--- src/rtl/serial_subtractor_pkg.sv ---
// Shared definitions for the bit-serial subtractor: FSM encoding and
// the bit-counter width helper.
package serial_subtractor_pkg;

  typedef enum logic [1:0] {
    ST_IDLE  = 2'd0,
    ST_SHIFT = 2'd1,
    ST_DONE  = 2'd2
  } state_t;

  localparam int unsigned WIDTH_MIN = 1;
  localparam int unsigned WIDTH_MAX = 32;

  // Bits needed to count 0..width-1; never narrower than one bit.
  function automatic int unsigned cnt_width(input int unsigned width);
    return (width <= 1) ? 1 : $clog2(width);
  endfunction

endpackage

--- src/rtl/serial_subtractor_full_subtractor.sv ---
// One-bit full subtractor cell: d = a - b - bin, with borrow out.
module full_subtractor (
  input  logic a,
  input  logic b,
  input  logic bin,
  output logic d_c,
  output logic bout_c
);

  assign d_c    = a ^ b ^ bin;
  // Borrow when the minuend bit cannot cover the subtrahend plus incoming borrow.
  assign bout_c = (~a & (b | bin)) | (b & bin);

endmodule

--- src/rtl/serial_subtractor.sv ---
// Bit-serial a - b - borrow_in, LSB first, one full_subtractor cell and a
// registered borrow; result and final borrow hold until the next completion.
module serial_subtractor
  import serial_subtractor_pkg::*;
#(
  parameter int unsigned WIDTH = 8
) (
  input  logic             clk,
  input  logic             rst,
  input  logic             start,
  input  logic [WIDTH-1:0] a,
  input  logic [WIDTH-1:0] b,
  input  logic             borrow_in,
  output logic             busy,
  output logic             done,
  output logic [WIDTH-1:0] diff,
  output logic             borrow_out
);

  localparam int unsigned CNT_W = cnt_width(WIDTH);
  localparam logic [CNT_W-1:0] CNT_LAST = CNT_W'(WIDTH - 1);

  state_t           state;
  logic [WIDTH-1:0] a_sh;
  logic [WIDTH-1:0] b_sh;
  logic [WIDTH-1:0] res_sh;
  logic [WIDTH-1:0] res_next;
  logic             brw;
  logic [CNT_W-1:0] cnt;
  logic             cell_d;
  logic             cell_b;

  full_subtractor u_cell (
    .a      (a_sh[0]),
    .b      (b_sh[0]),
    .bin    (brw),
    .d_c    (cell_d),
    .bout_c (cell_b)
  );

  // Result register fills from the top so the LSB lands at bit 0 last.
  if (WIDTH == 1) begin : g_res_w1
    assign res_next = cell_d;
  end else begin : g_res_wn
    assign res_next = {cell_d, res_sh[WIDTH-1:1]};
  end

  always_ff @(posedge clk) begin
    if (rst) begin
      state      <= ST_IDLE;
      busy       <= 1'b0;
      done       <= 1'b0;
      diff       <= '0;
      borrow_out <= 1'b0;
      a_sh       <= '0;
      b_sh       <= '0;
      res_sh     <= '0;
      brw        <= 1'b0;
      cnt        <= '0;
    end else begin
      case (state)
        ST_IDLE: begin
          busy <= 1'b0;
          done <= 1'b0;
          if (start) begin
            a_sh   <= a;
            b_sh   <= b;
            brw    <= borrow_in;
            cnt    <= '0;
            res_sh <= '0;
            busy   <= 1'b1;
            state  <= ST_SHIFT;
          end
        end
        ST_SHIFT: begin
          res_sh <= res_next;
          a_sh   <= a_sh >> 1;
          b_sh   <= b_sh >> 1;
          brw    <= cell_b;
          cnt    <= cnt + CNT_W'(1);
          if (cnt == CNT_LAST) begin
            diff       <= res_next;
            borrow_out <= cell_b;
            busy       <= 1'b0;
            done       <= 1'b1;
            state      <= ST_DONE;
          end
        end
        ST_DONE: begin
          busy  <= 1'b0;
          done  <= 1'b0;
          state <= ST_IDLE;
        end
        default: begin
          busy  <= 1'b0;
          done  <= 1'b0;
          state <= ST_IDLE;
        end
      endcase
    end
  end

endmodule
--- config.mk ---
export PLATFORM = sky130hd
export DESIGN_NAME = serial_subtractor
export DESIGN_NICKNAME = d
export VERILOG_FILES = /design/src/rtl/serial_subtractor_pkg.sv /design/src/rtl/serial_subtractor_full_subtractor.sv /design/src/rtl/serial_subtractor.sv
export SDC_FILE = /design/constraint.sdc
export NUM_CORES = 1
export LEC_CHECK = 0
export ABC_CLOCK_PERIOD_IN_PS = 1650
export CAP_MARGIN = 20
export CORE_MARGIN = 3
export CORE_UTILIZATION = 50
export CTS_CLUSTER_DIAMETER = 30
export DETAILED_ROUTE_END_ITERATION = 10
export GPL_TIMING_DRIVEN = 0
export PLACE_DENSITY = 0.77
export SETUP_SLACK_MARGIN = 0.4
export SLEW_MARGIN = 20
export SYNTH_ARGS = -nofsm -noshare
export SYNTH_HDL_FRONTEND = slang
export SYNTH_SLANG_ARGS = --single-unit
export TNS_END_PERCENT = 30
--- constraint.sdc ---
create_clock -name clk -period 1.65 [get_ports clk]
set_clock_uncertainty 0.15 [all_clocks]
set_input_delay 0.495 -clock clk [delete_from_list [all_inputs] [get_ports clk]]
set_output_delay 0.495 -clock clk [all_outputs]
set_load 0.005 [all_outputs]
==> impl_metrics.yaml, run 1 <==
clock_network:
  cts.path.max_buffers: 2
  clockRootBuffer: "clkbuf_4"
  holdBufCountCts: 0
  tritoncts_num_sinks: 40
  clkTransAtPathRegs_ps: 120
  cts_tree: "built"
  worstSkewPairLatency_ps: 350
  tritoncts.num_buffers: 5
  cts_max_level: 2
floorplan:
  floorplan.rows: 19
  die_area_um2: 3900
  core_area_um2: 2900
  die_width_um: 62.4
  initial_utilization: 0.549
  boundaryPins: 31
  die_height_um: 62.4
drt:
  vias: 1343
  route.detailed.wl_per_inst_um: 14.6
  drt-vias-per-instance: 5.27
  initialDrtViolationCount: 72
  post_route_drc_violation_count: 0
  route.final.wire_length_um: 3730
  postRouteAntennaNets: 0
  drt_first_pass_iters: 4
power:
  total_power_uw: 2040
  power_density_nw_per_um2: 922
  max-vdd-ir-drop_mv: 0.679
  total_leakage_power_uw: 0.000870
synth:
  synthesis.area_um2: 1590
  yosys_warnings: 0
  ys_top_cells_by_count: "dfxtp_1 (40), nor2_1 (31), a211oi_1 (17)"
  synthFlopType: "dfxtp_1"
  netlist.area_leader.share: 0.503
  synthesis.nets: 189
  ys_seq_elements: 40
  seq_area_frac_synth: 0.503
  synth_top_area_cell: "dfxtp_1"
  avgSynthCellArea_um2: 9.60
  synth-edff-count: 0
  most_used_standard_cell_by_instance_count_after_synthesis: "dfxtp_1"
  synthArstFlopShare: 0
  ranking_of_synthesized_cells_by_area: "dfxtp_1 (50%), mux2i_1 (10%), a211oi_1 (8.0%)"
  synthesis.instances: 166
  synthDistinctLibCells: 25
worst_setup_path:
  worstRegToRegCells: 4
  crit_type: "reg2out"
  worst-endpoint-arrival_ps: 820
  critical_path_peak_fanout: 2
  crit-reg2reg-capture: "res_sh[7]"
  critical_path.n_buffers_inverters: 1
  cpMaxStageDelayCell: "dfxtp_2"
  crit_family: "flip-flops"
  r2r_setup_slack_ps: 200
  worstSetupPathDepth: 1
  worst-endpoint-required_ps: 1000
  critical_path.cell_chain: "buf_6"
  crit_path_start_kind: "register"
  end_kind: "primary output"
  slowest_stage_delay_on_critical_path_ps: 350
  critical_path.reg2reg.startpoint: "a_sh[0]"
global_route:
  first_global_vias: 1352
  global_route.usage.total: 0.208
  global_route.overflow_total: 0
  grt_pass1_wl_um: 6310
  grt_antenna_before_repair: 0
  maximum_number_of_pins_on_one_net_before_global_route_repair: 13
sta:
  unrepaired_setup_endpoints_after_global_routing: "true"
  max_slew.worst_pin.slew_ps: 551
  hold_ws_ps: 307
  timing_max_transition_violations_final: 0
  slew_headroom: 0.633
  layout_min_cycle_time_ps: 1470
  setup-tns-final_ps: 0
  timing.final.hold_violations: 0
  min_period_over_period: 0.888
  timing.final.setup_violations: 0
  fmax_ghz: 0.682
hold_path:
  min_to: "diff[1]"
  holdPathStages: 2
  startpoint_of_the_worst_hold_path: "diff[1]"
  hold_path_class: "reg2reg"
final_layout:
  layout.nets: 235
  final_layout_size_suffix_gt1_frac: 0.315
  antennaDiodeCount: 0
  areaGrowthSynthToFinish_pct: 39.0
  fillers: 220
placement:
  hpwlAfterDp_um: 2350
  globalplace.congestion: 0.781
  place.port_buffers: 29
job:
  maxCapViolCount: 0
status:
  run_status: "complete, no violations"
cell usage in the layout (no fill, tap or decap), types with 2 or more instances in the layout:
cell type        synthesis  routed
clkbuf_8                 0       2
buf_12                   1       2
nor3_1                   2       2
clkdlybuf4s50_1          0      17
clkbuf_4                 0       5
buf_6                    1       9
a22oi_1                 10      10
buf_2                    4       8
nand2_1                 16      16
ha_4                     0       2
mux2i_1                 16      15
dfxtp_2                  0      14
nor2_1                  31      30
a21oi_1                  8       8
dfxtp_4                  0       2
a211oi_2                 0       3
buf_4                    2      10
a211oi_1                17      14
clkbuf_1                 4       4
dfxtp_1                 40      24
area by class of cell:
class	instances	area, µm²	area share
flip-flops and latches	40	826	0.373
multi-input cells	112	783	0.354
repair buffers	39	342	0.154
plain buffers	12	109	0.0492
clock buffers	7	65.1	0.0294
well taps	42	52.6	0.0237
clock inverters	1	30.0	0.0136
inverters	2	7.51	0.00339
flip-flops by register name, indices dropped and copies added, names as in the netlist:
signal,cells
borrow_out,1
brw,1
busy,1
b_sh,8
res_sh,7
diff,8
cnt,3
done,1
state,2
a_sh,8
where the power goes:
part | switching [µW] | internal [µW] | leakage (µW)
clock | 323 | 402 | 0.0000515
sequential | 29.5 | 1010 | 0.000335
combinational | 128 | 150 | 0.000484
cell families (layout without fill, tap and decap cells):
family | after synthesis | count (layout) | synth area share
AO/OA/AOI/OAI | 38 | 38 | 0.169
adder cells (fa/ha/maj) | 3 | 3 | 0.0283
buffers and inverters | 14 | 61 | 0.0558
flip-flops | 40 | 40 | 0.503
multiplexers | 16 | 16 | 0.101
AND/OR/NAND/NOR | 55 | 55 | 0.144
routing by layer:
metal / global-route usage / wire (µm) / vias to the layer above
li1: - / - / 676
met1: 0.233 / 1610 / 635
met2: 0.342 / 1840 / 28
met3: 0.0845 / 216 / 4
met4: 0.102 / 57 / 0
met5: 0 / 0 / -
worst max-delay path by stage:
stage,start,endpoint
2_1_floorplan,brw,res_sh[7]
3_3_place_gp,start,a_sh[4]
3_5_place_dp,start,busy
4_1_cts,diff[2],diff[2]
5_1_grt,cnt[0],diff[7]
6_report,done,done
what timing repair did:
| action | CTS | global route |
|---|---|---|
| hold endpoints to repair | 0 | 0 |
| setup endpoints to repair | 49 | 51 |
| buffers inserted | 7 | 1 |
| pin swaps | 3 | 4 |
| cloned | 1 | 1 |
| gates resized for setup | 74 | 10 |
through the flow:
stage	area, µm²	setup WS (ps)	instances	util
CTS	2160	173	253	0.745
global placement	1980	-227	237	0.682
finish	2210	185	255	0.764
detailed placement	1980	-299	237	0.682
floorplan	1630	308	166	-
global route	2210	143	255	0.764
Power figures use the tool's default switching activity.
==> run 2: changes to the inputs <==
--- a/config.mk
+++ b/config.mk
@@ -6,7 +6,6 @@
 export NUM_CORES = 1
 export LEC_CHECK = 0
 export ABC_CLOCK_PERIOD_IN_PS = 1650
-export CAP_MARGIN = 20
 export CORE_MARGIN = 3
 export CORE_UTILIZATION = 50
 export CTS_CLUSTER_DIAMETER = 30
==> results of run 2 <==
The final DEF is identical to that of run 1; final timing and power are the same.
